### config.mk
export PLATFORM = sky130hd
export DESIGN_NAME = ahbmtx_l2_in_stg
export DESIGN_NICKNAME = d
export VERILOG_FILES = /design/src/rtl/ahbmtx_l2_in_stg.sv
export SDC_FILE = /design/constraint.sdc
export NUM_CORES = 1
export LEC_CHECK = 0
export ABC_AREA = 0
export CAP_MARGIN = 25
export CORE_ASPECT_RATIO = 1.2
export CORE_UTILIZATION = 28
export CTS_BUF_LIST = sky130_fd_sc_hd__clkbuf_4 sky130_fd_sc_hd__clkbuf_8
export DETAILED_ROUTE_END_ITERATION = 10
export PLACE_DENSITY = 0.62
export SLEW_MARGIN = 20
export SYNTH_ARGS = -nofsm -noshare
export SYNTH_HDL_FRONTEND = slang
export SYNTH_SLANG_ARGS = --single-unit
### constraint.sdc
create_clock -name HCLK -period 2.8 [get_ports HCLK]
set_clock_uncertainty 0.05 [all_clocks]
set_input_delay 0.42 -clock HCLK [delete_from_list [all_inputs] [get_ports HCLK]]
set_output_delay 0.42 -clock HCLK [all_outputs]
set_load 0.005 [all_outputs]
### src/rtl/ahbmtx_l2_in_stg.sv
// L2 AHB matrix input stage: holds a master's address phase until the
// output arbiter grants it, and returns slave ready/response to the master.
//
// Ports:
//   HCLK, HRESETn              clock, async active-low reset
//   HSELS..HMASTLOCKS, HREADYS master-side address/control and bus ready
//   HREADYOUTS, HRESPS         ready/response returned to the master
//   grant, HREADYM, HRESPM     arbiter grant, selected slave ready/response
//   req_port                   request to the output arbiter
//   sel_out, HADDRO..HMASTLOCKO  address/control toward the output stage
module ahbmtx_l2_in_stg #(
    parameter int ADDR_WIDTH = 32
) (
    input  logic                  HCLK,
    input  logic                  HRESETn,
    input  logic                  HSELS,
    input  logic [ADDR_WIDTH-1:0] HADDRS,
    input  logic [1:0]            HTRANSS,
    input  logic                  HWRITES,
    input  logic [2:0]            HSIZES,
    input  logic [2:0]            HBURSTS,
    input  logic [3:0]            HPROTS,
    input  logic                  HMASTLOCKS,
    input  logic                  HREADYS,
    output logic                  HREADYOUTS,
    output logic                  HRESPS,
    input  logic                  grant,
    input  logic                  HREADYM,
    input  logic                  HRESPM,
    output logic                  req_port,
    output logic                  sel_out,
    output logic [ADDR_WIDTH-1:0] HADDRO,
    output logic [1:0]            HTRANSO,
    output logic                  HWRITEO,
    output logic [2:0]            HSIZEO,
    output logic [2:0]            HBURSTO,
    output logic [3:0]            HPROTO,
    output logic                  HMASTLOCKO
);

    logic                  pend_q, pend_d;
    logic                  data_ph_q, data_ph_d;
    logic [ADDR_WIDTH-1:0] haddr_q, haddr_d;
    logic [1:0]            htrans_q, htrans_d;
    logic                  hwrite_q, hwrite_d;
    logic [2:0]            hsize_q, hsize_d;
    logic [2:0]            hburst_q, hburst_d;
    logic [3:0]            hprot_q, hprot_d;
    logic                  hlock_q, hlock_d;

    logic new_tran;
    logic take;
    logic load;

    assign new_tran = HSELS & HTRANSS[1] & HREADYS;
    assign take     = grant & HREADYM;
    // A refused address phase is parked; the master is stalled while parked,
    // so no new address can arrive before the parked one is taken.
    assign load     = new_tran & ~take;

    always_comb begin
        pend_d    = pend_q;
        haddr_d   = haddr_q;
        htrans_d  = htrans_q;
        hwrite_d  = hwrite_q;
        hsize_d   = hsize_q;
        hburst_d  = hburst_q;
        hprot_d   = hprot_q;
        hlock_d   = hlock_q;
        data_ph_d = data_ph_q;
        if (load) begin
            pend_d   = 1'b1;
            haddr_d  = HADDRS;
            htrans_d = HTRANSS;
            hwrite_d = HWRITES;
            hsize_d  = HSIZES;
            hburst_d = HBURSTS;
            hprot_d  = HPROTS;
            hlock_d  = HMASTLOCKS;
        end else if (take) begin
            pend_d   = 1'b0;
        end
        if (take && HTRANSO[1]) begin
            data_ph_d = 1'b1;
        end else if (HREADYM) begin
            data_ph_d = 1'b0;
        end
    end

    always_ff @(posedge HCLK or negedge HRESETn) begin
        if (!HRESETn) begin
            pend_q    <= 1'b0;
            data_ph_q <= 1'b0;
            haddr_q   <= '0;
            htrans_q  <= '0;
            hwrite_q  <= 1'b0;
            hsize_q   <= '0;
            hburst_q  <= '0;
            hprot_q   <= '0;
            hlock_q   <= 1'b0;
        end else begin
            pend_q    <= pend_d;
            data_ph_q <= data_ph_d;
            haddr_q   <= haddr_d;
            htrans_q  <= htrans_d;
            hwrite_q  <= hwrite_d;
            hsize_q   <= hsize_d;
            hburst_q  <= hburst_d;
            hprot_q   <= hprot_d;
            hlock_q   <= hlock_d;
        end
    end

    assign HADDRO     = pend_q ? haddr_q  : HADDRS;
    assign HTRANSO    = pend_q ? htrans_q : HTRANSS;
    assign HWRITEO    = pend_q ? hwrite_q : HWRITES;
    assign HSIZEO     = pend_q ? hsize_q  : HSIZES;
    assign HBURSTO    = pend_q ? hburst_q : HBURSTS;
    assign HPROTO     = pend_q ? hprot_q  : HPROTS;
    assign HMASTLOCKO = pend_q ? hlock_q  : HMASTLOCKS;

    // Request/select are gated by reset so they read 0 the instant
    // reset asserts, even if the master is still driving a transfer.
    assign sel_out  = HRESETn & (pend_q | (HSELS & HREADYS));
    assign req_port = HRESETn & (pend_q | new_tran);

    assign HREADYOUTS = data_ph_q ? HREADYM : ~pend_q;
    assign HRESPS     = data_ph_q & HRESPM;

endmodule

==> qor.yml <==
floorplanning:
  die_area_mm2: 0.00942
  die-width_um: 88.8
  die-height_um: 106
  start_util_pct: 29.2
  io_pins: 103
  row_count: 37
  core_area_mm2: 0.00866
synthesis:
  yosys_most_used_dff: "dfrtp_1"
  netlist_top_cells_count: "52 x mux2_2, 48 x dfrtp_1, 39 x mux2_4, 5 x buf_2, 4 x buf_6"
  synth_edf_count: 0
  synth_nets: 214
  yosysTopAreaCell: "dfrtp_1"
  netlist_area_mm2: 0.00253
  yosys_register_bits: 48
  synth_most_common_cell: "mux2_2"
  synth_area_leaders: "dfrtp_1 47%, mux2_2 23%, mux2_4 23%, buf_6 1.8%, buf_2 0.99%"
  synthDistinctLibCells: 15
  netlist.area_leader.share_pct: 47.5
  async_reset_ff_share_pct: 100
  syn_inst: 161
  yosysSeqAreaShare_pct: 47.5
  syn_avg_cell_area_um2: 15.7
  yosys_warnings: 0
routing:
  dr.pass1.iters: 4
  vias: 1614
  drc_errors: 0
  postRouteWirelength_um: 5210
  ant_nets: 0
  top_layer: "met4"
  drt_iter0_drc: 13
  dr_wl_met3_um: 341
  vias_per_cell: 4.19
  met1Wirelength_um: 2460
  wl_met2_um: 2330
  wl_per_cell_um: 13.5
final_layout:
  nets: 320
  utilization_pct: 43.6
  syn2layout_area_growth_pct: 49.1
  drive_above_1_share_pct: 40.3
  num_antenna_cells: 0
critical_path:
  r2r_start: "pend_q"
  worst_ep_arrival_time_ns: 2.13
  r2r_end: "data_ph_q"
  worst_path_largest_cell_delay_ns: 0.68
  path_max_fanout: 22
  critPathBufInv: 2
  crit_family: "buffers and inverters"
  startpoint_type: "flop"
  rr_worst_depth: 2
  path_class: "flop to output pin"
  endpoint_kind: "output pin"
  crit_required_ns: 2.33
  cpMaxStageDelayCell: "dfrtp_2"
  regToRegSetupSlack_ns: 1.31
  crit_start: "pend_q"
  crit_chain: "buf_4 > mux2_2 > clkdlybuf4s50_1"
timing:
  worst_pin_slew_ns: 0.513
  period_share_pct: 92.9
  tns_ns: 0
  setup-violations-final: 0
  hold-worst-slack_ns: 0.407
  post-route-min-period_ns: 2.60
  rsz0062_at_grt: "no"
  maxSlewHeadroom_pct: 65.7
  hold_viol_final: 0
  timing.fmax_mhz: 385
  final_max_slew_viol_count: 0
clocking:
  cts_buffers: 5
  clock_path_buffers: 2
  ctsResizeCount: 0
  cts_tree: "done"
  h-tree-depth: 2
  cts-root-buf: "clkbuf_8"
  clock-sinks: 48
  clkSlewWorstSetupHoldPaths_ns: 0.09
  worstSkewPairLatency_ns: 0.29
flow_run:
  drv_cap: 0
global_routing:
  grt_usage_pct: 11.7
  grt_pass1_vias: 1705
  grt_max_degree: 27
  grt_pass1_wl_um: 8340
  grt_overflow: 0
  antenna_found_initial: 0
status:
  status: "finished, final reports clean"
placement:
  dpl.hpwl_um: 3810
  gp_congestion: 0.657
  port_buffers: 102
power_and_ir_drop:
  power_mw: 2.02
  power_density_mw_per_mm2: 536
  leakagePower_nw: 1.64
  irDropWorstVdd_mv: 0.180
hold_path:
  holdCritPathClass: "input port to asynchronous set/reset pin"
stage by stage:
| stage | setup slack (ns) | std cells | instance area [um^2] |
|---|---|---|---|
| floorplan | 1.20 | 161 | 2530 |
| global placement | 0.472 | 376 | 3670 |
| detailed placement | 0.429 | 376 | 3670 |
| CTS | 0.113 | 385 | 3770 |
| global route | 0.0565 | 385 | 3770 |
| finish | 0.200 | 385 | 3770 |
cell usage in the layout, fill, tap and decap left out, types with 2 or more instances in the layout:
cell,instances
buf_4,4
mux2_2,52
a21oi_1,3
clkbuf_4,2
clkbuf_8,5
nor2b_1,2
dfrtp_1,47
mux2_4,39
clkdlybuf4s50_1,101
worst reg2reg max path: stages (launching register included):
cell and delay (ns):
dfrtp_2 0.68, mux2_2 0.41, a31o_2 0.24
report_power, final:
group	internal [mW]	switching (mW)
clock network	0.195	0.215
logic	0.510	0.181
registers	0.836	0.0843
worst max path at each step:
stage	cells past startpoint	to
2_1_floorplan	3	HADDRO[20]
3_3_place_gp	5	haddr_q[1]
3_5_place_dp	5	haddr_q[27]
4_1_cts	3	HBURSTO[2]
5_1_grt	3	HBURSTO[0]
6_report	3	HBURSTO[2]
state kept, by name (all words and copies together), names as in the netlist:
name and cells:
haddr_q 32, hprot_q 4, hburst_q 3, hsize_q 3
htrans_q 2, data_ph_q 1, hlock_q 1, hwrite_q 1
pend_q 1
kinds of logic after synthesis:
| group | Yosys count | synth area share (%) |
|---|---|---|
| muxes | 91 | 46.3 |
| DFF | 48 | 47.5 |
| buffers and inverters | 10 | 2.92 |
| and+or+nand+nor | 7 | 2.13 |
| AOI/OAI and AO/OA | 5 | 1.19 |
final cells by class:
| cell class | instances | area, um^2 |
|---|---|---|
| fill | 811 | 4880 |
| multi-input combinational | 103 | 1250 |
| sequential | 48 | 1200 |
| timing repair buffer | 108 | 1080 |
| tap | 117 | 146 |
| clock buffer | 7 | 83.8 |
| clock inverter | 1 | 5.00 |
| inverter | 1 | 3.75 |
what timing repair did:
item	CTS	global route
buffers inserted	0	0
hold endpoints to repair	1	0
hold buffers	1	0
metal layers:
layer  vias up  track usage (%)
met2        63             18.3
met1       755             15.8
met4         0             4.15
met3         7             2.64
li1        789                -
met5         -                0
No activity file was read; power rests on OpenSTA's default activity.
